==> src/rtl/nina_pkg.sv <==
// Shared helpers for the NINA masked XOR pipeline: vector sizing, share/copy bit
// indexing and the legal parameter ranges.
package nina_pkg;

  localparam int MAX_STAGES = 4;

  function automatic int nina_width(input int shares, input int copies, input int width);
    return shares * copies * width;
  endfunction

  // Flat position of bit w of copy c of share s.
  function automatic int bit_idx(input int s, input int c, input int w,
                                 input int copies, input int width);
    return ((s * copies) + c) * width + w;
  endfunction

  function automatic bit nina_params_ok(input int shares, input int copies,
                                        input int width, input int stages);
    return (shares >= 2) && (copies >= 1) && (width >= 1) &&
           (stages >= 1) && (stages <= MAX_STAGES);
  endfunction

endpackage

==> src/rtl/masked_pipe_stage.sv <==
// One elastic valid/ready register slice; holds whole share vectors only.
module masked_pipe_stage #(
  parameter int N = 6
) (
  input  logic         clk,
  input  logic         rst_n,
  input  logic         in_valid,
  output logic         in_ready,
  input  logic [N-1:0] in_data,
  output logic         out_valid,
  input  logic         out_ready,
  output logic [N-1:0] out_data
);

  logic         valid_q, valid_d;
  logic [N-1:0] data_q, data_d;
  logic         load;

  // Load when empty or when downstream takes the current entry; the data register
  // only moves on a real transfer so an empty slice keeps its old contents.
  always_comb begin
    load     = ~valid_q | out_ready;
    in_ready = load;
    valid_d  = valid_q;
    data_d   = data_q;
    if (load) begin
      valid_d = in_valid;
      if (in_valid) begin
        data_d = in_data;
      end
    end
  end

  always_ff @(posedge clk or negedge rst_n) begin
    if (!rst_n) begin
      valid_q <= 1'b0;
      data_q  <= '0;
    end else begin
      valid_q <= valid_d;
      data_q  <= data_d;
    end
  end

  assign out_valid = valid_q;
  assign out_data  = data_q;

endmodule

==> src/rtl/masked_xor_nina_pipe.sv <==
// Share-wise, copy-wise masked XOR feeding an elastic register pipeline, with a
// share-local copy comparator raising a sticky fault flag at the output.
module masked_xor_nina_pipe
  import nina_pkg::*;
#(
  parameter int SHARES  = 2,
  parameter int COPIES  = 3,
  parameter int WIDTH   = 1,
  parameter int STAGES  = 1,
  parameter int ZEROIZE = 1,
  localparam int N = nina_width(SHARES, COPIES, WIDTH)
) (
  input  logic         clk,
  input  logic         rst_n,
  input  logic         in_valid,
  output logic         in_ready,
  input  logic [N-1:0] port_a,
  input  logic [N-1:0] port_b,
  output logic         out_valid,
  input  logic         out_ready,
  output logic [N-1:0] port_c,
  input  logic         fault_clr,
  output logic         fault_o
);

  if (!nina_params_ok(SHARES, COPIES, WIDTH, STAGES)) begin : g_bad_params
    $error("masked_xor_nina_pipe: SHARES/COPIES/WIDTH/STAGES out of range");
  end

  // A bitwise XOR of the flat vectors never mixes two shares: bit i of A only meets bit i of B.
  logic [N-1:0] xor_data;
  assign xor_data = port_a ^ port_b;

  for (genvar i = 0; i < STAGES; i++) begin : g_stage
    logic         up_valid;
    logic [N-1:0] up_data;
    logic         dn_ready;
    logic         stage_ready;
    logic         stage_valid;
    logic [N-1:0] stage_data;

    if (i == 0) begin : g_head
      assign up_valid = in_valid;
      assign up_data  = xor_data;
    end else begin : g_link
      assign up_valid = g_stage[i-1].stage_valid;
      assign up_data  = g_stage[i-1].stage_data;
    end

    if (i == STAGES - 1) begin : g_tail
      assign dn_ready = out_ready;
    end else begin : g_next
      assign dn_ready = g_stage[i+1].stage_ready;
    end

    masked_pipe_stage #(.N(N)) u_stage (
      .clk       (clk),
      .rst_n     (rst_n),
      .in_valid  (up_valid),
      .in_ready  (stage_ready),
      .in_data   (up_data),
      .out_valid (stage_valid),
      .out_ready (dn_ready),
      .out_data  (stage_data)
    );
  end

  logic         last_valid;
  logic [N-1:0] last_data;
  assign in_ready   = g_stage[0].stage_ready;
  assign last_valid = g_stage[STAGES-1].stage_valid;
  assign last_data  = g_stage[STAGES-1].stage_data;

  // Each copy is compared against copy 0 of the same share and bit; copy-0 slots never flag.
  logic [N-1:0] copy_neq;
  for (genvar s = 0; s < SHARES; s++) begin : g_cmp_s
    for (genvar c = 0; c < COPIES; c++) begin : g_cmp_c
      for (genvar w = 0; w < WIDTH; w++) begin : g_cmp_w
        if (c == 0) begin : g_ref
          assign copy_neq[bit_idx(s, c, w, COPIES, WIDTH)] = 1'b0;
        end else begin : g_chk
          assign copy_neq[bit_idx(s, c, w, COPIES, WIDTH)] =
            last_data[bit_idx(s, c, w, COPIES, WIDTH)] ^
            last_data[bit_idx(s, 0, w, COPIES, WIDTH)];
        end
      end
    end
  end

  logic mismatch;
  assign mismatch = last_valid & (|copy_neq);

  logic fault_q, fault_d;

  // Sticky flag; a fresh mismatch outranks a simultaneous clear.
  always_comb begin
    fault_d = fault_q;
    if (fault_clr) begin
      fault_d = 1'b0;
    end
    if (mismatch) begin
      fault_d = 1'b1;
    end
  end

  always_ff @(posedge clk or negedge rst_n) begin
    if (!rst_n) begin
      fault_q <= 1'b0;
    end else begin
      fault_q <= fault_d;
    end
  end

  assign fault_o   = fault_q;
  assign out_valid = last_valid;
  assign port_c    = ((ZEROIZE != 0) && fault_q) ? '0 : last_data;

endmodule

==> config.mk <==
export PLATFORM = sky130hd
export DESIGN_NAME = masked_xor_nina_pipe
export DESIGN_NICKNAME = d
export VERILOG_FILES = /design/src/rtl/nina_pkg.sv /design/src/rtl/masked_pipe_stage.sv /design/src/rtl/masked_xor_nina_pipe.sv
export SDC_FILE = /design/constraint.sdc
export NUM_CORES = 1
export LEC_CHECK = 0
export BUFFER_PORTS_ARGS = -buffer_cell sky130_fd_sc_hd__clkbuf_2
export CAP_MARGIN = 20
export CORE_UTILIZATION = 25
export CTS_BUF_LIST = sky130_fd_sc_hd__clkbuf_2
export CTS_CLUSTER_SIZE = 28
export DETAILED_ROUTE_END_ITERATION = 12
export SLEW_MARGIN = 30
export SYNTH_ARGS = -nofsm -noshare
export SYNTH_HDL_FRONTEND = slang
export SYNTH_SLANG_ARGS = --single-unit
==> constraint.sdc <==
create_clock -name clk -period 1.38 [get_ports clk]
set_input_delay 0.414 -clock clk [delete_from_list [all_inputs] [get_ports clk]]
set_output_delay 0.414 -clock clk [all_outputs]
set_load 0.005 [all_outputs]
==> report_table.html, run 1 <==
<table>
<tr><th>Metric</th><th>Value</th></tr>
<tr><th colspan="2">Layout</th></tr>
<tr><td>Post-route core utilization</td><td>37.29%</td></tr>
<tr><td>Final-stage net count</td><td>84</td></tr>
<tr><td>Antenna diode instance count</td><td>0</td></tr>
<tr><td>Fraction of final layout cells with drive strength greater than 1</td><td>about 57%</td></tr>
<tr><td>Area growth, synth to finish</td><td>40.22%</td></tr>
<tr><td>Fill cells</td><td>182</td></tr>
<tr><th colspan="2">Logic synthesis</th></tr>
<tr><td>Leading area contributor after synthesis</td><td>sky130_fd_sc_hd__dfrtp_1</td></tr>
<tr><td>Post-Synth XOR/XNOR Area</td><td>a little under an eighth</td></tr>
<tr><td>Synthesized area per cell</td><td>about 13 um2</td></tr>
<tr><td>Number of synthesized flops with an enable pin</td><td>0</td></tr>
<tr><td>Number of instances in the synthesized netlist</td><td>36</td></tr>
<tr><td>Predominant post-synthesis flop cell</td><td>sky130_fd_sc_hd__dfrtp_1</td></tr>
<tr><td>Commonest cells in the synthesized netlist</td><td>sky130_fd_sc_hd__dfrtp_1, sky130_fd_sc_hd__mux2_4, sky130_fd_sc_hd__nor2b_1, sky130_fd_sc_hd__xor2_1</td></tr>
<tr><td>Simple-gate area share of the yosys netlist</td><td>about a fifth</td></tr>
<tr><td>Largest family of logic cells by synthesized area</td><td>simple AND/OR/NAND/NOR gates</td></tr>
<tr><td>Most frequent cell after synthesis</td><td>sky130_fd_sc_hd__dfrtp_1</td></tr>
<tr><td>Share of the synthesized area in compound gates (AO/OA/AOI/OAI)</td><td>under 10%</td></tr>
<tr><td>Number of distinct library cell variants in the gate-level netlist after synthesis</td><td>12</td></tr>
<tr><td>Total number of yosys warnings</td><td>0</td></tr>
<tr><td>Portion of the post-synthesis area used by sequential elements</td><td>approximately 44%</td></tr>
<tr><td>Synthesized cell area</td><td>454.2 um2</td></tr>
<tr><td>FF+latch count, synth</td><td>8</td></tr>
<tr><td>Portion of synthesized cell area occupied by the leading cell type</td><td>between 40 and 50%</td></tr>
<tr><td>Top area cells in the synthesized netlist</td><td>sky130_fd_sc_hd__dfrtp_1, sky130_fd_sc_hd__mux2_4, sky130_fd_sc_hd__xor2_1</td></tr>
<tr><td>Area share of fa/ha/maj cells after synthesis</td><td>0%</td></tr>
<tr><td>Synth Net Count</td><td>53</td></tr>
<tr><td>Proportion of register bits with asynchronous set or reset after synthesis</td><td>100.0%</td></tr>
<tr><td>Portion of netlist area occupied by mux cells</td><td>a little under 20%</td></tr>
<tr><th colspan="2">Worst setup path</th></tr>
<tr><td>CP cell instances</td><td>nor2b_1, clkbuf_2</td></tr>
<tr><td>Type of element capturing the critical path</td><td>output port</td></tr>
<tr><td>Cell family contributing the most delay on the critical path</td><td>flip-flops</td></tr>
<tr><td>Worst-case register-to-register setup slack</td><td>0.31 ns</td></tr>
<tr><td>Startpoint of the most critical register-to-register path</td><td>g_stage[0].u_stage.out_valid</td></tr>
<tr><td>CP bufs+invs</td><td>1</td></tr>
<tr><td>Category of the critical setup timing path</td><td>reg -&gt; out</td></tr>
<tr><td>Reg-to-reg endpoint</td><td>g_stage[0].u_stage.out_data[4]</td></tr>
<tr><td>Length in cells of the worst reg-to-reg path</td><td>3</td></tr>
<tr><td>Library cell contributing the largest single delay on the critical path</td><td>sky130_fd_sc_hd__dfrtp_2</td></tr>
<tr><td>Launch point of the critical path</td><td>fault_o</td></tr>
<tr><td>Arrival time of the worst setup path</td><td>about 0.92 ns</td></tr>
<tr><td>Element type at the critical path start</td><td>register</td></tr>
<tr><td>Critical path depth in cells</td><td>2</td></tr>
<tr><td>Critical path required time</td><td>0.97 ns</td></tr>
<tr><td>Worst-path fanout max</td><td>8</td></tr>
<tr><td>Largest stage delay on the critical path</td><td>about 0.45 ns</td></tr>
<tr><td>End of the critical path</td><td>port_c[4]</td></tr>
<tr><th colspan="2">STA</th></tr>
<tr><td>Setup Viol. Count Final</td><td>0</td></tr>
<tr><td>Number of pins exceeding their max-slew limit in the final report</td><td>0</td></tr>
<tr><td>Number of failing hold endpoints at the final stage</td><td>0</td></tr>
<tr><td>Transition time at the pin with the least slew margin</td><td>roughly 0.19 ns</td></tr>
<tr><td>Crit path time final</td><td>approximately 1.3 ns</td></tr>
<tr><td>Worst relative slew slack</td><td>between 80% and 90%</td></tr>
<tr><td>RSZ-0062 raised after global routing</td><td>true</td></tr>
<tr><td>Final clock period utilization by the worst path</td><td>96.99%</td></tr>
<tr><td>Timing-limited maximum frequency</td><td>approximately 750 MHz</td></tr>
<tr><td>Largest clock skew in the final design</td><td>approximately 0.0043 ns</td></tr>
<tr><th colspan="2">Route</th></tr>
<tr><td>Residual antenna-violating net count after detailed routing</td><td>0</td></tr>
<tr><td>Drt first pass iters</td><td>2</td></tr>
<tr><td>DRC</td><td>0</td></tr>
<tr><td>Mean routed wirelength per cell</td><td>8.878 um</td></tr>
<tr><td>Detail-routed via count per cell</td><td>between 3 and 4</td></tr>
<tr><td>First DRT Iteration DRCs</td><td>2</td></tr>
<tr><td>Vias</td><td>348</td></tr>
<tr><td>WL final</td><td>799 um</td></tr>
<tr><th colspan="2">Clocking</th></tr>
<tr><td>Buffer type at the clock tree root</td><td>sky130_fd_sc_hd__clkbuf_2</td></tr>
<tr><td>Total setup buffers inserted after CTS</td><td>0</td></tr>
<tr><td>Clock transition at the registers of the reported paths</td><td>approximately 0.07 ns</td></tr>
<tr><td>Clock latency on the worst-skew pair</td><td>about 0.23 ns</td></tr>
<tr><td>CTS tree</td><td>done</td></tr>
<tr><td>Clock sink count</td><td>8</td></tr>
<tr><td>CTS Buf Count</td><td>3</td></tr>
<tr><td>Deepest level of the CTS H-tree</td><td>1</td></tr>
<tr><td>Maximum number of buffers from clock root to sink</td><td>2</td></tr>
<tr><th colspan="2">GRT</th></tr>
<tr><td>Overall track demand over capacity in global routing</td><td>between 9 and 10%</td></tr>
<tr><td>Overall overflow remaining after global route</td><td>0</td></tr>
<tr><td>Maximum number of pins on one net before global-route repair</td><td>9</td></tr>
<tr><td>First-pass GRT wire length</td><td>roughly 1.1 mm</td></tr>
<tr><td>Vias in the first global route</td><td>between 200 and 250</td></tr>
<tr><td>Initial antenna violation count</td><td>0</td></tr>
<tr><th colspan="2">Power and ir drop</th></tr>
<tr><td>Total power divided by cell area</td><td>just under 1000 nW/um2</td></tr>
<tr><td>Total power</td><td>between 600 and 700 uW</td></tr>
<tr><td>IR drop worst, VDD</td><td>slightly below 0.5 mV</td></tr>
<tr><td>Leakage power figure</td><td>approximately 0.35 nW</td></tr>
<tr><th colspan="2">Place</th></tr>
<tr><td>Number of buffers inserted by port buffering</td><td>25</td></tr>
<tr><td>Dpl hpwl</td><td>about 670 um</td></tr>
<tr><td>Final RePlAce weighted congestion</td><td>approximately 0.62</td></tr>
<tr><th colspan="2">Floorplan</th></tr>
<tr><td>Io pins</td><td>26</td></tr>
<tr><td>Horiz. Die Dim</td><td>44.63 um</td></tr>
<tr><td>Height of the die</td><td>roughly 45 um</td></tr>
<tr><td>Num rows</td><td>15</td></tr>
<tr><td>Floorplan die area</td><td>1991 um2</td></tr>
<tr><td>Initial Utilization</td><td>about a quarter</td></tr>
<tr><td>Placeable Area</td><td>~1700 um2</td></tr>
<tr><th colspan="2">Job</th></tr>
<tr><td>Max Cap Violations</td><td>0</td></tr>
<tr><th colspan="2">Run status</th></tr>
<tr><td>Result of the run</td><td>complete, no violations</td></tr>
<tr><th colspan="2">Worst hold path</th></tr>
<tr><td>Hold Path Class</td><td>in -&gt; reg</td></tr>
</table>
==> stage by stage <==
stage	TNS, ns	setup WS, ns	hold slack, ns	std cells	cell area (um2)
global route	-0.06157	-0.02637	0.4191	90	636.9
finish	0	0.04158	0.4239	90	636.9
floorplan	0	0.2858	0.1184	36	454.2
detailed placement	0	0.1747	0.2655	86	610.6
global placement	0	0.1903	0.2644	86	610.6
CTS	0	0.002366	0.005790	89	625.6
==> power by group <==
group,leakage [nW],internal [mW],switching [mW]
Sequential,0.0905,0.276,0.0440
Combinational,0.245,0.121,0.0587
Clock,0.0125,0.0592,0.0728
Total,0.348,0.456,0.176
==> flip-flops by register name, indices dropped and copies added, names as in the netlist <==
signal	count
g_stage.u_stage.out_data	6
fault_o	1
g_stage.u_stage.out_valid	1
==> kinds of logic (layout without fill, tap and decap cells) <==
| kind of cell | Yosys count | in the layout |
|---|---|---|
| AND/OR/NAND/NOR | 13 | 13 |
| flip-flops | 8 | 8 |
| XOR/XNOR | 6 | 6 |
| multiplexers | 6 | 6 |
| AO/OA/AOI/OAI | 2 | 2 |
| buffers and inverters | 1 | 30 |
==> per-layer routing <==
| layer | up-vias | share of wire, % | GRT usage [%] |
|---|---|---|---|
| met5 | - | 0 | 0 |
| met4 | 0 | 3.9 | 10.91 |
| met3 | 4 | 7.4 | 3.673 |
| met2 | 21 | 39 | 10.88 |
| met1 | 141 | 50 | 11.34 |
| li1 | 182 | - | - |
==> placed cells by master (no fill, tap or decap) <==
master	Yosys	routed
sky130_fd_sc_hd__dfrtp_2	0	1
sky130_fd_sc_hd__nor3_1	2	2
sky130_fd_sc_hd__nor2b_1	6	6
sky130_fd_sc_hd__dfrtp_1	8	7
sky130_fd_sc_hd__or2b_1	1	1
sky130_fd_sc_hd__dlygate4sd3_1	0	1
sky130_fd_sc_hd__nand2_4	1	1
sky130_fd_sc_hd__clkbuf_2	0	23
sky130_fd_sc_hd__inv_1	1	1
sky130_fd_sc_hd__nand2b_4	1	1
sky130_fd_sc_hd__xor2_1	6	6
sky130_fd_sc_hd__o22ai_1	1	1
sky130_fd_sc_hd__buf_2	0	5
sky130_fd_sc_hd__and3_1	2	2
sky130_fd_sc_hd__a22o_1	1	1
sky130_fd_sc_hd__mux2_4	6	6
==> final cells by class <==
cell class	instances	area (um2)	share of cell area, %
clock buffer	3	15.01	2.358
inverter	1	3.754	0.5894
tap	25	31.28	4.912
multi-input combinational	27	250.2	39.29
timing repair buffer	26	135.1	21.22
sequential	8	201.4	31.63
==> worst min path at each step <==
stage	start	cells past startpoint	slack [ns]	to
6_report	in_valid	2	0.42	g_stage[0].u_stage.out_valid
3_5_place_dp	rst_n	1	0.27	g_stage[0].u_stage.out_data[4]
5_1_grt	in_valid	2	0.42	g_stage[0].u_stage.out_valid
4_1_cts	rst_n	1	0.006	g_stage[0].u_stage.out_data[0]
3_3_place_gp	rst_n	1	0.26	g_stage[0].u_stage.out_data[4]
2_1_floorplan	rst_n	0	0.12	fault_o
==> what timing repair did <==
item,CTS,global route
hold buffers,0,1
endpoints found under the hold margin,0,4
setup endpoints to repair,0,6
resized for setup,0,6
Power figures use the tool's default switching activity.
==> inputs of run 2 (changes only) <==
CORE_UTILIZATION = 30   (was 25)
==> report_table.html, run 2 (same netlist as run 1, synthesis figures left out) <==
<table>
<tr><th>Metric</th><th>Value</th></tr>
<tr><th colspan="2">Layout</th></tr>
<tr><td>Sequential cell area</td><td>201.4 um2 (unchanged)</td></tr>
<tr><td>Fraction of final layout cells with drive strength greater than 1</td><td>57.81% (+0.89 points)</td></tr>
<tr><td>Most common cell after layout, fill and taps aside</td><td>sky130_fd_sc_hd__clkbuf_2</td></tr>
<tr><td>Largest register FFs</td><td>6 (unchanged)</td></tr>
<tr><td>Fill cells</td><td>147 (-19%)</td></tr>
<tr><td>Highest-count cells in the layout ignoring fill and taps</td><td>sky130_fd_sc_hd__clkbuf_2, sky130_fd_sc_hd__dfrtp_1</td></tr>
<tr><td>Antenna diode instance count</td><td>0 (unchanged)</td></tr>
<tr><td>Area of combinational cells with multiple inputs</td><td>250.2 um2 (unchanged)</td></tr>
<tr><td>Area growth, synth to finish</td><td>35.26%</td></tr>
<tr><td>Final Non-Filler Cells</td><td>79 (-12%)</td></tr>
<tr><td>Final-stage net count</td><td>83 (-1.2%)</td></tr>
<tr><td>Finished Cell Area</td><td>614.3 um2 (-3.5%)</td></tr>
<tr><th colspan="2">Clocking</th></tr>
<tr><td>CTS Buf Count</td><td>3 (unchanged)</td></tr>
<tr><td>Clock transition at the registers of the reported paths</td><td>0.08 ns (about the same)</td></tr>
<tr><td>Quantity of hold-fixing buffers added after cts</td><td>0 (unchanged)</td></tr>
<tr><td>Total setup buffers inserted after CTS</td><td>0 (unchanged)</td></tr>
<tr><td>CTS tree</td><td>done</td></tr>
<tr><td>Deepest level of the CTS H-tree</td><td>1 (unchanged)</td></tr>
<tr><td>Clock sink count</td><td>8 (unchanged)</td></tr>
<tr><td>Buffer type at the clock tree root</td><td>sky130_fd_sc_hd__clkbuf_2</td></tr>
<tr><td>Clock latency on the worst-skew pair</td><td>0.23 ns (about the same)</td></tr>
<tr><td>Maximum number of buffers from clock root to sink</td><td>2 (unchanged)</td></tr>
<tr><th colspan="2">STA</th></tr>
<tr><td>Setup Viol. Count Final</td><td>0 (unchanged)</td></tr>
<tr><td>Final clock period utilization by the worst path</td><td>96.01% (-0.98 points)</td></tr>
<tr><td>Largest clock skew in the final design</td><td>0.006016 ns (+0.001684 ns)</td></tr>
<tr><td>RSZ-0062 raised after global routing</td><td>true</td></tr>
<tr><td>Crit path time final</td><td>1.325 ns (-0.01349 ns)</td></tr>
<tr><td>Timing-limited maximum frequency</td><td>754.8 MHz (+1.0%)</td></tr>
<tr><td>Min Hold Slack</td><td>0.01785 ns (-0.4060 ns)</td></tr>
<tr><td>Number of pins exceeding their max-slew limit in the final report</td><td>0 (unchanged)</td></tr>
<tr><td>Number of failing hold endpoints at the final stage</td><td>0 (unchanged)</td></tr>
<tr><td>Worst relative slew slack</td><td>85.52% (-1.7 points)</td></tr>
<tr><td>Transition time at the pin with the least slew margin</td><td>0.2172 ns (+0.02532 ns)</td></tr>
<tr><th colspan="2">Route</th></tr>
<tr><td>Residual antenna-violating net count after detailed routing</td><td>0 (unchanged)</td></tr>
<tr><td>Vias</td><td>342 (-1.7%)</td></tr>
<tr><td>WL final</td><td>807 um (+1.0%)</td></tr>
<tr><td>Top routing layer used</td><td>met3</td></tr>
<tr><td>Routed length on met1</td><td>382 um (-3.5%)</td></tr>
<tr><td>First DRT Iteration DRCs</td><td>3 (+1)</td></tr>
<tr><td>DRC</td><td>0 (unchanged)</td></tr>
<tr><td>Routed wire length on met3</td><td>45 um (-24%)</td></tr>
<tr><td>Wire length on met2</td><td>379 um (+21%)</td></tr>
<tr><td>Drt first pass iters</td><td>2 (unchanged)</td></tr>
<tr><td>Mean routed wirelength per cell</td><td>10.22 um (+15%)</td></tr>
<tr><td>Detail-routed via count per cell</td><td>4.329 (+12%)</td></tr>
<tr><th colspan="2">Place</th></tr>
<tr><td>Area of placed instances</td><td>598.1 um2 (-2.0%)</td></tr>
<tr><td>Final RePlAce weighted congestion</td><td>0.6601 (+6.3%)</td></tr>
<tr><td>Dpl hpwl</td><td>663.5 um (-1.2%)</td></tr>
<tr><td>Number of buffers inserted by port buffering</td><td>25 (unchanged)</td></tr>
<tr><td>Placed cell count</td><td>76 (-12%)</td></tr>
<tr><th colspan="2">Floorplan</th></tr>
<tr><td>Floorplan die area</td><td>1674 um2 (-16%)</td></tr>
<tr><td>Horiz. Die Dim</td><td>40.91 um (-8.3%)</td></tr>
<tr><td>Height of the die</td><td>40.91 um (-8.3%)</td></tr>
<tr><td>Placeable Area</td><td>1350 um2 (-21%)</td></tr>
<tr><td>Num rows</td><td>13 (-2)</td></tr>
<tr><td>Io pins</td><td>26 (unchanged)</td></tr>
<tr><td>Initial Utilization</td><td>33.64% (+7.0 points)</td></tr>
<tr><th colspan="2">Power and ir drop</th></tr>
<tr><td>Proportion of power drawn by combinational gates</td><td>27.8% (-0.7 points)</td></tr>
<tr><td>Total power divided by cell area</td><td>1031 nW/um2 (+3.9%)</td></tr>
<tr><td>Clk pwr share</td><td>21.6% (+0.7 points)</td></tr>
<tr><td>IR drop worst, VDD</td><td>0.3498 mV (-28%)</td></tr>
<tr><td>Leakage power figure</td><td>0.3446 nW (-1.0%)</td></tr>
<tr><td>Int Power</td><td>454.3 uW (-0.43%)</td></tr>
<tr><td>Power share of the sequential group</td><td>50.6% (about the same)</td></tr>
<tr><td>Switch Pwr</td><td>179.0 uW (+2.0%)</td></tr>
<tr><td>Switching power share of the total</td><td>28.27% (+0.48 points)</td></tr>
<tr><th colspan="2">GRT</th></tr>
<tr><td>Overall track demand over capacity in global routing</td><td>12.10% (+2.9 points)</td></tr>
<tr><td>Initial antenna violation count</td><td>0 (unchanged)</td></tr>
<tr><td>Overall overflow remaining after global route</td><td>0 (unchanged)</td></tr>
<tr><td>First-pass GRT wire length</td><td>1.193 mm (+4.8%)</td></tr>
<tr><td>Vias in the first global route</td><td>270 (+8.4%)</td></tr>
<tr><td>Maximum number of pins on one net before global-route repair</td><td>9 (unchanged)</td></tr>
<tr><th colspan="2">Worst setup path</th></tr>
<tr><td>Library cell contributing the largest single delay on the critical path</td><td>sky130_fd_sc_hd__dfrtp_2</td></tr>
<tr><td>CP cell instances</td><td>nor2b_1, buf_2</td></tr>
<tr><td>Category of the critical setup timing path</td><td>reg -&gt; out</td></tr>
<tr><td>Type of element capturing the critical path</td><td>output port</td></tr>
<tr><td>Element type at the critical path start</td><td>register</td></tr>
<tr><td>Largest stage delay on the critical path</td><td>0.45 ns (about the same)</td></tr>
<tr><td>Critical path required time</td><td>0.97 ns (about the same)</td></tr>
<tr><td>Worst-path fanout max</td><td>8 (unchanged)</td></tr>
<tr><td>Arrival time of the worst setup path</td><td>0.91 ns (about the same)</td></tr>
<tr><th colspan="2">Job</th></tr>
<tr><td>Max Cap Violations</td><td>0 (unchanged)</td></tr>
<tr><th colspan="2">Worst hold path</th></tr>
<tr><td>Hold Path Class</td><td>in -&gt; async</td></tr>
<tr><th colspan="2">Run status</th></tr>
<tr><td>Result of the run</td><td>complete, no violations</td></tr>
</table>
-- run 2: cell count changes in the layout (fill, tap and decap cells not counted) --
cell,change
sky130_fd_sc_hd__clkbuf_2,-1
sky130_fd_sc_hd__dlygate4sd3_1,-1
sky130_fd_sc_hd__buf_2,+1
-- run 2: area by class of cell --
| type | count | area share (%) |
|---|---|---|
| clock buffers | 3 | 2.444 |
| inverters | 1 | 0.6110 |
| multi-input cells | 27 | 40.73 |
| flip-flops and latches | 8 | 32.79 |
| well taps | 15 | 3.055 |
| repair buffers | 25 | 20.37 |
-- run 2: worst paths after layout --
path | start | end | slack (ns) | depth (start not counted)
max reg2reg | g_stage[0].u_stage.out_valid | g_stage[0].u_stage.out_data[4] | 0.33 | 3
min reg2reg | g_stage[0].u_stage.out_data[1] | g_stage[0].u_stage.out_data[1] | 0.57 | 1
min in group clk | in_valid | g_stage[0].u_stage.out_valid | 0.44 | 2
min | rst_n | g_stage[0].u_stage.out_data[2] | 0.02 | 1
max in group asynchronous | rst_n | fault_o | 1.16 | 1
max | fault_o | port_c[4] | 0.06 | 2
-- run 2: stage by stage --
stage / setup slack (ns) / power, mW / setup TNS (ns) / utilization, %
global placement: 0.1884 / 0.4989 / 0 / 44.30
finish: 0.05507 / 0.6334 / 0 / 45.51
detailed placement: 0.1594 / 0.5039 / 0 / 44.30
global route: -0.03379 / 0.6813 / -0.1305 / 45.51
floorplan: 0.2858 / 0.4270 / 0 / -
CTS: 0.01652 / 0.6450 / 0 / 45.51
-- run 2: worst max-delay path, delay by kind of cell (launching register included) --
family | cells | cell delay, ns
simple gates | 1 | 0.12
buf+inv | 1 | 0.11
flops | 1 | 0.45
-- run 2: layer usage --
metal,GRT usage [%],vias to the layer above
met1,13.67,146
met4,15.00,0
met5,0,-
met3,3.261,0
li1,-,179
met2,16.41,17
-- run 2: power groups by stage --
stage	sequential [mW]	clock [mW]	combinational, mW
3_3_place_gp	0.324	0	0.175
6_report	0.320	0.137	0.176
3_5_place_dp	0.325	0	0.179
5_1_grt	0.331	0.156	0.195
4_1_cts	0.321	0.145	0.179
2_1_floorplan	0.311	0	0.116
-- run 2: timing repair --
item / in CTS / in global routing
gates resized for setup: 1 / 6
pin swaps: 0 / 0
endpoints found under the setup margin: 3 / 6
